[config.mk]
export PLATFORM = sky130hd
export DESIGN_NAME = snoop_write_queue_flat
export DESIGN_NICKNAME = d
export VERILOG_FILES = /design/src/rtl/snoop_pkg.sv /design/src/rtl/snoop_write_queue_if.sv /design/src/rtl/snoop_fifo.sv /design/src/rtl/snoop_write_queue.sv /design/src/flat_wrapper.sv
export SDC_FILE = /design/constraint.sdc
export NUM_CORES = 1
export LEC_CHECK = 0
export ABC_AREA = 1
export CORE_MARGIN = 2
export CORE_UTILIZATION = 51
export DETAILED_ROUTE_END_ITERATION = 8
export HOLD_SLACK_MARGIN = 0.02
export PLACE_DENSITY = 0.72
export SYNTH_ARGS = -nofsm -noshare
export SYNTH_HDL_FRONTEND = slang
export SYNTH_HIERARCHICAL = 1
export SYNTH_SLANG_ARGS = --single-unit
[constraint.sdc]
create_clock -name pixClock -period 3.5 [get_ports pixClock]
set_clock_uncertainty 0.05 [all_clocks]
set_input_delay 0.7 -clock pixClock [delete_from_list [all_inputs] [get_ports pixClock]]
set_output_delay 0.7 -clock pixClock [all_outputs]
set_load 0.02 [all_outputs]
[src/rtl/snoop_pkg.sv]
// Shared types and constants for the snooping CPU-to-VRAM write queue.
package snoop_pkg;

    localparam logic [13:0] FB_OFFSET = 14'h1380;
    localparam logic [13:0] FB_WORDS  = 14'h2AC0;
    localparam logic [3:0]  TAG_PRI   = 4'hF;
    localparam logic [3:0]  TAG_ALT   = 4'hE;

    typedef enum logic [1:0] {C_IDLE, C_ARMED, C_WAITNEG} cap_state_e;
    typedef enum logic [1:0] {D_IDLE, D_LO, D_HI} drain_state_e;

    typedef struct packed {
        logic        page;
        logic [13:0] off;
        logic        hiEn;
        logic        loEn;
        logic [15:0] data;
    } entry_t;

    localparam int unsigned ENTRY_W = $bits(entry_t);

endpackage

[src/rtl/snoop_write_queue_if.sv]
// CPU bus pins seen by the snoop and the VRAM write port it drives.
interface snoop_write_queue_if;

    logic [22:0] cpuAddr;
    logic [15:0] cpuData;
    logic        ncpuAS;
    logic        ncpuUDS;
    logic        ncpuLDS;
    logic        cpuRnW;
    logic [14:0] vramAddr;
    logic        vramPage;
    logic [7:0]  vramDataOut;
    logic        nvramWE;

    modport master (
        output cpuAddr, cpuData, ncpuAS, ncpuUDS, ncpuLDS, cpuRnW,
        input  vramAddr, vramPage, vramDataOut, nvramWE
    );

    modport slave (
        input  cpuAddr, cpuData, ncpuAS, ncpuUDS, ncpuLDS, cpuRnW,
        output vramAddr, vramPage, vramDataOut, nvramWE
    );

endinterface

[src/rtl/snoop_fifo.sv]
// Generic synchronous FIFO; a push into a full FIFO succeeds when a pop shares the edge.
module snoop_fifo #(
    parameter int unsigned DEPTH = 4,
    parameter int unsigned WIDTH = 8
) (
    input  logic             clk,
    input  logic             nReset,
    input  logic             push,
    input  logic [WIDTH-1:0] wdata,
    input  logic             pop,
    output logic [WIDTH-1:0] rdata,
    output logic             full,
    output logic             empty
);

    localparam int unsigned PtrW = (DEPTH > 1) ? $clog2(DEPTH) : 1;
    localparam logic [PtrW:0] FullCount = (PtrW + 1)'(DEPTH);

    logic [WIDTH-1:0] mem_q [DEPTH];
    logic [PtrW-1:0]  rd_ptr_q, wr_ptr_q;
    logic [PtrW:0]    count_q, count_d;
    logic             do_push, do_pop;

    assign do_pop  = pop & ~empty;
    assign do_push = push & (~full | do_pop);
    assign empty   = (count_q == '0);
    assign full    = (count_q == FullCount);
    assign rdata   = mem_q[rd_ptr_q];

    always_comb begin
        count_d = count_q;
        if (do_push && !do_pop) begin
            count_d = count_q + 1'b1;
        end else if (do_pop && !do_push) begin
            count_d = count_q - 1'b1;
        end
    end

    // The whole pixel domain updates on the falling edge of its clock.
    always_ff @(negedge clk or negedge nReset) begin
        if (!nReset) begin
            rd_ptr_q <= '0;
            wr_ptr_q <= '0;
            count_q  <= '0;
        end else begin
            count_q <= count_d;
            if (do_push) wr_ptr_q <= wr_ptr_q + PtrW'(1);
            if (do_pop)  rd_ptr_q <= rd_ptr_q + PtrW'(1);
        end
    end

    always_ff @(negedge clk) begin
        if (do_push) mem_q[wr_ptr_q] <= wdata;
    end

endmodule

[src/rtl/snoop_write_queue.sv]
// Captures 68000 frame-buffer writes into a FIFO and replays them as VRAM byte
// writes in the sequence slots left free by video fetch.
module snoop_write_queue
    import snoop_pkg::*;
#(
    parameter int unsigned FIFO_DEPTH  = 4,
    parameter int unsigned NUM_BUF     = 2,
    parameter int unsigned LAST_WR_SEQ = 5
) (
    input  logic               nReset,
    input  logic               pixClock,
    input  logic [2:0]         seq,
    input  logic [2:0]         ramSize,
    input  logic [NUM_BUF-1:0] bufEnable,
    input  logic               clrOverflow,
    snoop_write_queue_if.slave bus,
    output logic               fifoEmpty,
    output logic               fifoFull,
    output logic               overflow
);

    localparam logic [3:0] LastSeq = 4'(LAST_WR_SEQ);

    logic [3:0]   tag;
    logic [13:0]  off;
    logic         alt_en, hit_pri, hit_alt, selected;
    logic         data_strobe, push_req, pop, drop, can_start, overflow_q;
    cap_state_e   cap_q, cap_d;
    drain_state_e drain_q, drain_d;
    entry_t       cap_entry, head, hold_q;

    generate
        if (NUM_BUF > 1) begin : g_alt
            assign alt_en = bufEnable[1];
        end else begin : g_no_alt
            assign alt_en = 1'b0;
        end
    endgenerate

    assign tag         = bus.cpuAddr[17:14];
    assign off         = bus.cpuAddr[13:0] - FB_OFFSET;
    assign hit_pri     = (tag == TAG_PRI) & bufEnable[0];
    assign hit_alt     = (tag == TAG_ALT) & alt_en;
    assign selected    = (bus.cpuAddr[22:21] == 2'b00) & (bus.cpuAddr[20:18] == ramSize) &
                         (hit_pri | hit_alt) & (off < FB_WORDS);
    assign data_strobe = ~bus.ncpuUDS | ~bus.ncpuLDS;

    always_ff @(negedge pixClock or negedge nReset) begin
        if (!nReset) cap_q <= C_IDLE;
        else         cap_q <= cap_d;
    end

    always_comb begin
        cap_d = cap_q;
        unique case (cap_q)
            C_IDLE:    if (!bus.ncpuAS && selected && !bus.cpuRnW) cap_d = C_ARMED;
            C_ARMED:   if (bus.ncpuAS) cap_d = C_IDLE;
                       else if (data_strobe) cap_d = C_WAITNEG;
            C_WAITNEG: if (bus.ncpuUDS && bus.ncpuLDS) cap_d = C_IDLE;
            default:   cap_d = C_IDLE;
        endcase
    end

    always_comb begin
        push_req       = (cap_q == C_ARMED) & ~bus.ncpuAS & data_strobe;
        cap_entry.page = hit_alt;
        cap_entry.off  = off;
        cap_entry.hiEn = ~bus.ncpuUDS;
        cap_entry.loEn = ~bus.ncpuLDS;
        cap_entry.data = bus.cpuData;
    end

    snoop_fifo #(
        .DEPTH (FIFO_DEPTH),
        .WIDTH (ENTRY_W)
    ) u_fifo (
        .clk    (pixClock),
        .nReset (nReset),
        .push   (push_req),
        .wdata  (cap_entry),
        .pop    (pop),
        .rdata  (head),
        .full   (fifoFull),
        .empty  (fifoEmpty)
    );

    // A two-byte entry needs two consecutive write slots, so it must start one slot earlier.
    assign can_start = ~fifoEmpty & ((head.hiEn & head.loEn) ? ({1'b0, seq} < LastSeq)
                                                            : ({1'b0, seq} <= LastSeq));
    assign drop      = push_req & fifoFull & ~pop;
    assign overflow  = overflow_q;

    always_ff @(negedge pixClock or negedge nReset) begin
        if (!nReset)          overflow_q <= 1'b0;
        else if (drop)        overflow_q <= 1'b1;
        else if (clrOverflow) overflow_q <= 1'b0;
    end

    always_ff @(negedge pixClock or negedge nReset) begin
        if (!nReset) begin
            drain_q <= D_IDLE;
            hold_q  <= '0;
        end else begin
            drain_q <= drain_d;
            if (pop) hold_q <= head;
        end
    end

    always_comb begin
        drain_d = drain_q;
        unique case (drain_q)
            D_IDLE:  if (can_start) drain_d = head.loEn ? D_LO : D_HI;
            D_LO:    drain_d = hold_q.hiEn ? D_HI : D_IDLE;
            D_HI:    drain_d = D_IDLE;
            default: drain_d = D_IDLE;
        endcase
    end

    always_comb begin
        pop             = (drain_q == D_IDLE) & can_start;
        bus.nvramWE     = 1'b1;
        bus.vramAddr    = '0;
        bus.vramDataOut = '0;
        bus.vramPage    = 1'b0;
        unique case (drain_q)
            D_LO: begin
                bus.nvramWE     = 1'b0;
                bus.vramAddr    = {hold_q.off, 1'b0};
                bus.vramDataOut = hold_q.data[7:0];
                bus.vramPage    = hold_q.page;
            end
            D_HI: begin
                bus.nvramWE     = 1'b0;
                bus.vramAddr    = {hold_q.off, 1'b1};
                bus.vramDataOut = hold_q.data[15:8];
                bus.vramPage    = hold_q.page;
            end
            default: ;
        endcase
    end

endmodule
[src/flat_wrapper.sv]
// flat-port wrapper written by rule: the top's interface ports become plain ports
module snoop_write_queue_flat import snoop_pkg::*;
#(
    parameter int unsigned FIFO_DEPTH  = 4,
    parameter int unsigned NUM_BUF     = 2,
    parameter int unsigned LAST_WR_SEQ = 5
)
  (nReset, pixClock, seq, ramSize, bufEnable, clrOverflow, fifoEmpty, fifoFull, overflow, bus_cpuAddr, bus_cpuData, bus_ncpuAS, bus_ncpuUDS, bus_ncpuLDS, bus_cpuRnW, bus_vramAddr, bus_vramPage, bus_vramDataOut, bus_nvramWE);
  snoop_write_queue_if bus_i ();
  input  logic nReset;
  input  logic pixClock;
  input  logic [2:0] seq;
  input  logic [2:0] ramSize;
  input  logic [NUM_BUF-1:0] bufEnable;
  input  logic clrOverflow;
  output logic fifoEmpty;
  output logic fifoFull;
  output logic overflow;
  input wire logic [$bits(bus_i.cpuAddr)-1:0] bus_cpuAddr;
  input wire logic [$bits(bus_i.cpuData)-1:0] bus_cpuData;
  input wire logic [$bits(bus_i.ncpuAS)-1:0] bus_ncpuAS;
  input wire logic [$bits(bus_i.ncpuUDS)-1:0] bus_ncpuUDS;
  input wire logic [$bits(bus_i.ncpuLDS)-1:0] bus_ncpuLDS;
  input wire logic [$bits(bus_i.cpuRnW)-1:0] bus_cpuRnW;
  output wire logic [$bits(bus_i.vramAddr)-1:0] bus_vramAddr;
  output wire logic [$bits(bus_i.vramPage)-1:0] bus_vramPage;
  output wire logic [$bits(bus_i.vramDataOut)-1:0] bus_vramDataOut;
  output wire logic [$bits(bus_i.nvramWE)-1:0] bus_nvramWE;
  assign bus_i.cpuAddr = bus_cpuAddr;
  assign bus_i.cpuData = bus_cpuData;
  assign bus_i.ncpuAS = bus_ncpuAS;
  assign bus_i.ncpuUDS = bus_ncpuUDS;
  assign bus_i.ncpuLDS = bus_ncpuLDS;
  assign bus_i.cpuRnW = bus_cpuRnW;
  assign bus_vramAddr = bus_i.vramAddr;
  assign bus_vramPage = bus_i.vramPage;
  assign bus_vramDataOut = bus_i.vramDataOut;
  assign bus_nvramWE = bus_i.nvramWE;
  snoop_write_queue #(.FIFO_DEPTH(FIFO_DEPTH), .NUM_BUF(NUM_BUF), .LAST_WR_SEQ(LAST_WR_SEQ)) u_core (.nReset(nReset), .pixClock(pixClock), .seq(seq), .ramSize(ramSize), .bufEnable(bufEnable), .clrOverflow(clrOverflow), .bus(bus_i), .fifoEmpty(fifoEmpty), .fifoFull(fifoFull), .overflow(overflow));
endmodule
# ---- Word level (Yosys, flattened, before mapping)
# Memory sizes are Yosys's and may differ from the RTL's.
# Index checks and enable logic that the tools add are counted.
dict set report word_totals {
  reg_bits 44
  wordCells 91
  inputBits 54
  memories 1
  ram_bits 132
  output_inout_bits 28
}
# memory words width read_ports rd_ports_with_merged_regs write_ports line_no
set memory_table {}
lappend memory_table {u_core.u_fifo.mem_q 4 33 1 0 1 snoop_fifo.sv:19} ;# logic [WIDTH-1:0] mem_q [DEPTH];
dict set report op_classes {
  n_eq_ne 12
  bitwise 23
  n_addsub 5
  magnitude_cmp 3
  muxes 20
  reduce_logical 17
}
# op n
set ops {}
lappend ops {{$pmux W15 S2} 1}
lappend ops {{$pmux W8 S2} 1}
lappend ops {{$and A1 B1 Y1} 14}
lappend ops {{$lt A14 B14 Y1 const B} 1}
lappend ops {{$mux W2} 7}
lappend ops {{$sub A14 B13 Y14 const B} 1}
lappend ops {{$eq A4 B4 Y1 const B} 2}
lappend ops {{$mux W1} 7}
lappend ops {{$logic_not A2 Y1} 3}
lappend ops {{$mux W3} 2}
lappend ops {{$ne A2 B1 Y1 const B} 3}
lappend ops {{$not A1 Y1} 6}
lappend ops {{$pmux W2 S3} 1}
lappend ops {{$logic_and A1 B1 Y1} 5}
lappend ops {{$add A2 B1 Y2 const B} 2}
lappend ops {{$eq A2 B1 Y1 const B} 2}
lappend ops {{$eq A2 B2 Y1 const B} 2}
lappend ops {{$logic_not A1 Y1} 4}
lappend ops {{$pmux W2 S2} 1}
lappend ops {{$reduce_bool A2 Y1} 2}
lappend ops {{$add A3 B1 Y3 const B} 1}
lappend ops {{$eq A3 B3 Y1} 1}
lappend ops {{$eq A3 B3 Y1 const B} 1}
lappend ops {{$le A3 B3 Y1 const B} 1}
lappend ops {{7 further kinds} 9}

# ---- Depth between registers and ports, before layout
# Gate-level depths: netlist of run 1.
# An unclocked memory read counts as a cell.
dict set report depth {
  depth_word 12
  ltp_mapped 24
  mapped_depth_nobuf 20
}

# ---- By module
# Netlist of run 1, hierarchy kept.
# module seq_area_each_um2 cells_per_inst area_each_um2 n_inst
set by_module_without_submodules {}
lappend by_module_without_submodules {snoop_fifo 4139.0 416 5467.7 1}
lappend by_module_without_submodules {snoop_write_queue 925.9 277 1981.9 1}

==> results of run 1 <==
[power by group through the flow]
stage	combinational, mW	clock [mW]	sequential (mW)
2_1_floorplan	2.00	0.225	2.63
3_5_place_dp	2.71	0.225	2.66
5_1_grt	3.70	2.90	2.67
6_report	3.48	2.71	2.65
4_1_cts	3.17	2.59	2.63
3_3_place_gp	2.64	0.225	2.65
[worst max-delay path, cell delays in order, from the launching register on]
cell	delay, ns
dfrtn_1	0.36
buf_4	0.16
ha_4	0.17
o21ai_4	0.30
buf_12	0.20
nor2_4	0.04
buf_6	0.12
[worst max-delay path by stage]
stage,cells after the start,from,to,slack (ns)
6_report,6,u_core/drain_q[0]$_DFFE_NN0P_,bus_vramAddr[6],-0.79
5_1_grt,6,u_core/drain_q[0]$_DFFE_NN0P_,bus_vramAddr[6],-0.82
4_1_cts,6,u_core/drain_q[1]$_DFFE_NN0P_,bus_vramAddr[2],-0.75
3_5_place_dp,16,seq[0],u_core/u_fifo/count_q[2]$_DFFE_NN0P_,-1.18
3_3_place_gp,16,seq[0],u_core/u_fifo/count_q[2]$_DFFE_NN0P_,-1.11
2_1_floorplan,17,seq[0],u_core/u_fifo/count_q[2]$_DFFE_NN0P_,-0.90
[cell usage in the layout, fill, tap and decap left out, types with 7 or more instances in the layout]
master and n:
nand2_1 128, dfrtn_1 44, clkbuf_16 18, o21ai_0 36, inv_1 171, nand3_1 9
edfxtp_1 132, buf_16 7, nor2_4 20, buf_4 69, buf_12 16, clkdlybuf4s50_1 43
buf_6 52, inv_2 8, a21oi_4 8, inv_4 7, o21ai_1 81, nor2_1 107
[cell type report]
class | instances | share of cell area, %
clock buffer | 18 | 4.01
multi-input combinational | 431 | 21.1
tap | 184 | 2.05
sequential | 176 | 45.1
timing repair buffer | 202 | 19.7
clock inverter | 145 | 5.79
timing repair inverter | 1 | 0.100
inverter | 53 | 2.12
[registers in the layout (all words and copies together), names as in the netlist]
signal,count
u_core/u_fifo/wr_ptr_q,2
u_core/u_fifo/rd_ptr_q,2
u_core/u_fifo/mem_q,132
u_core/drain_q,2
u_core/hold_q,32
u_core/overflow,1
u_core/cap_q,2
u_core/u_fifo/count_q,3
[logic make-up (layout without fill, tap and decap cells)]
kind of cell	count (synthesis)	count (layout)	share of synthesized area [%]
simple gates	285	285	14.7
compound gates	131	131	8.85
buf+inv	86	419	6.00
flops	176	176	68.0
xor+xnor	4	4	0.470
fa+ha+maj	11	11	1.95
[what timing repair did]
item,CTS,global route
hold buffers,0,0
gates resized for setup,260,29
setup endpoints to repair,206,166
gates cloned,12,1
setup buffers,61,16
hold endpoints to repair,0,0
pin swaps,20,18
[layer usage]
layer	up-vias	wire length [µm]
met5	-	0
met4	0	991
met3	82	1960
met2	444	12100
met1	3140	8440
li1	2966	-
[synthesized netlist by cell type]
cell	number
o21ai_0	36
edfxtp_1	132
nand4_1	3
ha_1	10
buf_2	10
o21ai_1	82
xnor2_1	3
nor3_1	3
inv_4	1
nand3_1	12
o21ai_2	1
nor2_1	128
buf_4	2
a21oi_1	12
clkinv_1	1
xor2_1	1
and3_1	1
dfrtn_1	44
inv_2	2
fa_1	1
inv_1	50
clkbuf_2	3
buf_6	13
nand2_1	138
clkbuf_1	4
==> qor.yml, run 1 <==
outcome: "complete, but fails checks"
failed_checks: "setup timing"
clkTransAtPathRegs_ns: 0.05
dp_hpwl_um: 10500
grt_pass1_wl_um: 35900
endpoint_kind: "output port"
pwr-share-seq_pct: 30.0
final_hold_viol_count: 0
ios: 82
p_int_mw: 5.17
rr_startpoint: "u_core/u_fifo/count_q[0]$_DFFE_NN0P_"
syn_area_um2: 7450
globalplace.congestion: 0.830
finalSetupViolCount: 164
p_switching_mw: 3.66
grt_use_met3_pct: 6.79
max-vdd-ir-drop_mv: 0.439
cts_root_buf: "clkbuf_16"
place_inst: 983
cts.sinks: 176
syn_nets: 758
yosys_warnings: 6
ys_types: 25
fin_area_um2: 11200
power_mw: 8.84
leakagePower_nw: 4.99
port_buffers: 81
diodes: 0
yosysTopAreaCell: "edfxtp_1"
ys_seq_area_share_pct: 68.0
via_per_inst: 5.48
synth_cells: 693
route.detailed.drc: 0
antenna_found_initial: 0
switching_share_pct: 41.5
grt_max_degree: 48
drtIter0Drc: 775
grt_util_met2_pct: 51.9
first_pass_iters: 8
cts_buffer_depth: 2
maxCapViolCount: 0
synth_top_area_share_pct: 53.2
fp.dieW_um: 125
die_area_um2: 15600
grt_use_met1_pct: 35.3
cts_tree: "done"
start_util_pct: 51.6
r2r_setup_slack_ns: -0.44
grt_pass1_vias: 7021
fill_cells: 771
setup_tns_ns: -77.01
grt_setup_unrepaired: "yes"
core_um2: 14400
p_comb_share_pct: 39.3
slew_headroom_pct: 70.8
layout-drive-gt1-share_pct: 24.7
start_kind: "flip-flop"
fin_hold_ws_ns: 0.379
ys_top_cells_by_area: "edfxtp_1 53%, dfrtn_1 15%, nand2_1 7.0%, nor2_1 6.4%, o21ai_1 5.5%"
dp_slack_ns: -1.18
row_count: 44
reg2reg_depth: 27
worstMarginPinSlew_ns: 0.438
avgSynthCellArea_um2: 10.7
critPathArrivalTime_ns: 3.54
vias: 6632
multiInputGateArea_um2: 2370
path_class: "flip-flop to output port"
nNetsFinal: 1079
area_delta_synth_final_pct: 50.8
drtAntennaViolNets: 0
fin_ws_ns: -0.788
dpl-instance-area_um2: 9090
r2r_end: "u_core/u_fifo/count_q[2]$_DFFE_NN0P_"
routed_wirelength_um: 23500
worst-path-max-fanout: 7
required_ns: 2.75
fin_util_pct: 77.9
hp-class: "flip-flop to flip-flop"
slew_viol_final: 0
grt-ovfl-total: 0
die_h_um: 125
stdcell_count: 1210
grt_use_total_pct: 30.3
pwr-share-clk_pct: 30.7
cts_buffers: 17
busiest_layer: "met2"
p_per_area_nw_per_um2: 787
worstHoldStart: "u_core/hold_q[17]$_DFFE_NN0P_"
min_to: "u_core/hold_q[17]$_DFFE_NN0P_"
clk_latency_ns: 0.53
seq_area_um2: 5060
wl_per_cell_um: 19.4
cts_max_level: 4
ys_seq_elements: 176
hold_depth: 2
Power figures use the tool's default switching activity.
==> run 2: changes to the inputs <==
--- a/config.mk
+++ b/config.mk
@@ -6,11 +6,13 @@
 export NUM_CORES = 1
 export LEC_CHECK = 0
 export ABC_AREA = 1
+export CORE_ASPECT_RATIO = 0.7
 export CORE_MARGIN = 2
 export CORE_UTILIZATION = 51
 export DETAILED_ROUTE_END_ITERATION = 8
 export HOLD_SLACK_MARGIN = 0.02
 export PLACE_DENSITY = 0.72
+export SKIP_CTS_REPAIR_TIMING = 1
 export SYNTH_ARGS = -nofsm -noshare
 export SYNTH_HDL_FRONTEND = slang
 export SYNTH_HIERARCHICAL = 1
==> run 2 against run 1 <==
The run still ends with setup timing left; via count is 9.1% lower; sequential cell count unchanged; critical path depth stayed put; routed wire length fell by 15%; utilization decreased by 3.0 points; cell count is 3.3% lower; clock power down 7%; critical endpoint is now bus_vramAddr[3]; largest cell class unchanged.
==> qor.yml, run 2 (synthesized netlist as in run 1, its figures left out) <==
outcome: "complete, but fails checks"
failed_checks: "setup timing"
final_common_cell: "inv_1"
cp.buffers_inverters: 3
row_count: 36
slowest_delay_ns: 0.45
fp.dieW_um: 148
wl_per_cell_um: 17.0
core_um2: 14100
ios: 82
layout-drive-gt1-share_pct: 19.9
route.detailed.drc: 0
reg_top3: "u_core/u_fifo/mem_q x132, u_core/hold_q x32, u_core/u_fifo/count_q x3"
first_pass_iters: 6
die_area_um2: 15600
worst-path-max-fanout: 14
largest_reg_flops: 132
clkTransAtPathRegs_ns: 0.05
cts_root_buf: "clkbuf_16"
maxCapViolCount: 0
grt-ovfl-total: 0
crit_chain: "inv_2 -> ha_4 -> o21ai_4 -> buf_12 -> nor2_4 -> buf_4"
fin_util_pct: 74.8
max-vdd-ir-drop_mv: 0.454
globalplace.congestion: 0.799
endpoint_kind: "output port"
slew_viol_final: 0
diodes: 0
final_hold_viol_count: 0
wl_met2_um: 9890
port_buffers: 81
crit_family: "flip-flops"
cts_max_level: 4
cts_tree: "done"
wl_met3_um: 1490
path_class: "flip-flop to output port"
start_util_pct: 52.8
cts_buffers: 17
wl_met1_um: 8200
area_delta_synth_final_pct: 41.6
grt_setup_unrepaired: "yes"
layout_common_cells: "174 x inv_1, 132 x nand2_1, 132 x edfxtp_1"
cts_buffer_depth: 2
routed_wirelength_um: 19900
antenna_found_initial: 0
top_register: "u_core/u_fifo/mem_q"
drtAntennaViolNets: 0
clk_latency_ns: 0.51
grt_pass1_vias: 5829
hp-class: "flip-flop to flip-flop"
dp_hpwl_um: 10800
grt_use_total_pct: 23.2
via_per_inst: 5.15
crit_slowest_cell: "dfrtn_1"
critPathArrivalTime_ns: 3.52
grt_pass1_wl_um: 27700
worstMarginPinSlew_ns: 0.496
leakagePower_nw: 4.73
start_kind: "flip-flop"
vias: 6031
power_mw: 8.12
cts.sinks: 176
finalSetupViolCount: 160
grt_max_degree: 45
required_ns: 2.75
top_layer: "met4"
slew_headroom_pct: 66.7
nNetsFinal: 1032
fill_cells: 907
fin_ws_ns: -0.768
drtIter0Drc: 447
die_h_um: 105
p_per_area_nw_per_um2: 770
[run 2: cell types whose count changed in the layout (fill, tap and decap cells not counted), moves of 3 or more]
cell            before  now
buf_12              16   12
buf_16               7    0
buf_4               69   63
buf_6               52   16
buf_8                6    1
clkbuf_16           18   24
clkbuf_2             0    5
dlygate4sd2_1        5    0
dlymetal6s2s_1       1    9
ha_4                 5    2
inv_1              171  174
nand2_1            128  132
[run 2: layout make-up]
cell class | count | area [µm²] | share of cell area, %
inverters | 53 | 224 | 2.12
repair inverters | 1 | 8.76 | 0.0830
repair buffers | 155 | 1620 | 15.4
well taps | 190 | 238 | 2.25
clock inverters | 143 | 609 | 5.78
flip-flops and latches | 176 | 5060 | 48.0
clock buffers | 21 | 482 | 4.57
multi-input cells | 431 | 2300 | 21.8
[run 2: report_power, final]
part	internal, mW	total (mW)	switching (mW)	leakage [nW]
Combinational	1.10	2.96	1.86	2.00
Clock	1.22	2.52	1.30	0.999
Sequential	2.51	2.63	0.124	1.74
Total	4.84	8.12	3.28	4.73
[run 2: final timing paths]
check | cells past startpoint | startpoint | endpoint | slack (ns)
hold reg to reg | 2 | u_core/hold_q[7]$_DFFE_NN0P_ | u_core/hold_q[7]$_DFFE_NN0P_ | 0.38
setup reg to reg | 16 | u_core/u_fifo/rd_ptr_q[1]$_DFFE_NN0P_ | u_core/u_fifo/count_q[1]$_DFFE_NN0P_ | 0.39
setup / recovery | 6 | u_core/drain_q[0]$_DFFE_NN0P_ | bus_vramAddr[3] | -0.77
min in group asynchronous | 2 | nReset | u_core/u_fifo/count_q[2]$_DFFE_NN0P_ | 1.86
hold / removal | 2 | u_core/hold_q[7]$_DFFE_NN0P_ | u_core/hold_q[7]$_DFFE_NN0P_ | 0.38
max in group asynchronous | 2 | nReset | u_core/hold_q[12]$_DFFE_NN0P_ | 1.29
[run 2: per-layer routing]
metal | GRT usage, % | vias up
li1 | - | 2873
met5 | 0 | -
met3 | 6.90 | 24
met4 | 7.89 | 0
met1 | 31.0 | 2871
met2 | 36.7 | 263
[run 2: per-stage QoR]
| stage | instance area [µm²] | instances | hold WS (ns) | setup slack (ns) | setup TNS [ns] |
|---|---|---|---|---|---|
| final | 10500 | 1170 | 0.377 | -0.768 | -38.42 |
| after global routing | 10500 | 1170 | 0.402 | -0.830 | -46.00 |
| after CTS | 10100 | 1148 | 0.381 | -1.25 | -115.08 |
| after detailed placement | 9050 | 985 | 0.378 | -1.19 | -190.31 |
| after global placement | 9050 | 985 | 0.374 | -1.11 | -178.00 |
| after floorplan | 7810 | 693 | 0.359 | -0.903 | -124.64 |
[run 2: tightest hold or removal path, stage by stage (launching register included)]
cell     delay, ns
dfrtn_1       0.41
nand2_1       0.05
nand2_1       0.05
==> run 3: changes to the inputs <==
--- a/config.mk
+++ b/config.mk
@@ -7,8 +7,9 @@
 export LEC_CHECK = 0
 export ABC_AREA = 1
 export CORE_ASPECT_RATIO = 0.7
-export CORE_MARGIN = 2
+export CORE_MARGIN = 3
 export CORE_UTILIZATION = 51
+export CTS_CLUSTER_DIAMETER = 30
 export DETAILED_ROUTE_END_ITERATION = 8
 export HOLD_SLACK_MARGIN = 0.02
 export PLACE_DENSITY = 0.72
==> run 3 against run 2 <==
The flow still finishes with violations (setup timing); first-iteration DRC count up 54%; via count up 4.1%; setup slack improved by 0.026 ns; register-to-register slack better by 0.28 ns; clock-buffer cell count fell by 2; total power grew 2.4%; combinational power grew 1%; clock power up 6%; sequential power is essentially flat; sequential cell count did not move.
==> qor.yml, run 3 (synthesized netlist as in run 1, its figures left out) <==
outcome: "complete, but fails checks"
failed_checks: "setup timing"
path_class: "flip-flop to output port"
layout_common_cells: "172 x inv_1, 132 x edfxtp_1, 128 x nand2_1"
grt_use_met1_pct: 29.9
fin_ws_ns: -0.743
grt_util_met2_pct: 33.8
required_ns: 2.75
p_per_area_nw_per_um2: 770
clkTransAtPathRegs_ns: 0.05
maxCapViolCount: 0
critPathArrivalTime_ns: 3.49
leakagePower_nw: 4.81
port_buffers: 81
fin_util_pct: 76.6
cts_root_buf: "clkbuf_16"
nNetsFinal: 1031
slew_viol_final: 0
via_per_inst: 5.37
busiest_layer: "met2"
r2r_setup_slack_ns: 0.67
final_common_cell: "inv_1"
fp.dieW_um: 150
endpoint_kind: "output port"
fin_area_um2: 10800
worst-path-max-fanout: 14
row_count: 36
vias: 6279
drtIter0Drc: 689
grt_use_met3_pct: 7.14
die_area_um2: 16100
layout-drive-gt1-share_pct: 20.5
grt_max_degree: 65
grt_pass1_vias: 5816
area_delta_synth_final_pct: 44.9
drtAntennaViolNets: 0
start_kind: "flip-flop"
dpl-instance-area_um2: 9020
power_mw: 8.31
diodes: 0
hp-class: "flip-flop to flip-flop"
largest_reg_flops: 132
die_h_um: 107
cts_tree: "done"
final_hold_viol_count: 0
cts.sinks: 176
fin_hold_ws_ns: 0.381
grt_use_total_pct: 22.2
clk_latency_ns: 0.49
cts_buffers: 17
first_pass_iters: 9
cts_max_level: 4
slew_headroom_pct: 51.5
worstMarginPinSlew_ns: 0.728
route.detailed.drc: 0
reg_top3: "u_core/u_fifo/mem_q x132, u_core/hold_q x32, u_core/u_fifo/count_q x3"
finalSetupViolCount: 162
globalplace.congestion: 0.818
grt_setup_unrepaired: "yes"
core_um2: 14100
max-vdd-ir-drop_mv: 0.431
grt_pass1_wl_um: 27500
cts_buffer_depth: 2
top_register: "u_core/u_fifo/mem_q"
start_util_pct: 52.8
routed_wirelength_um: 21700
antenna_found_initial: 1
dp_hpwl_um: 10600
grt-ovfl-total: 0
ios: 82
wl_per_cell_um: 18.6
## run 3: path summary, 6_finish.rpt
check,startpoint,to,depth (start not counted)
worst min-delay path,u_core/hold_q[7]$_DFFE_NN0P_,u_core/hold_q[7]$_DFFE_NN0P_,2
worst max-delay path,u_core/drain_q[0]$_DFFE_NN0P_,bus_vramAddr[10],6
worst max register to register,u_core/u_fifo/rd_ptr_q[0]$_DFFE_NN0P_,u_core/u_fifo/count_q[2]$_DFFE_NN0P_,19
worst min register to register,u_core/hold_q[7]$_DFFE_NN0P_,u_core/hold_q[7]$_DFFE_NN0P_,2
min in group asynchronous,nReset,u_core/u_fifo/count_q[1]$_DFFE_NN0P_,2
max in group asynchronous,nReset,u_core/hold_q[21]$_DFFE_NN0P_,2
## run 3: final cells by class
type | instances | area, µm²
inverter | 53 | 228
tap | 190 | 238
multi-input combinational | 431 | 2340
sequential | 176 | 5060
fill | 834 | 3310
clock buffer | 19 | 475
timing repair buffer | 155 | 1820
clock inverter | 145 | 634
## run 3: worst max-delay path, cell delays in order, from the launching register on
cell and delay, ns:
dfrtn_1 0.45, inv_2 0.09, ha_4 0.30, o21ai_4 0.07
buf_12 0.18, nor2_4 0.13, buf_6 0.12
## run 3: metal layers
metal  up-vias  part of all wire (%)  wire, µm
met5         -                 0.060        13
met4         2                   2.9       619
li1       2864                     -         -
met3        73                    11      2360
met2       378                    47     10200
met1      2962                    39      8580
## run 3: where the power goes
group / internal, mW / switching, mW
Sequential: 2.51 / 0.139
Combinational: 1.11 / 1.89
Clock: 1.29 / 1.37
Total: 4.91 / 3.40
## run 3: per-stage QoR
stage | TNS (ns) | instances | setup slack (ns)
5_1_grt | -47.63 | 1169 | -0.793
3_3_place_gp | -178.64 | 979 | -1.10
4_1_cts | -111.31 | 1142 | -1.24
6_report | -39.97 | 1169 | -0.743
2_1_floorplan | -124.64 | 693 | -0.903
3_5_place_dp | -184.55 | 979 | -1.15
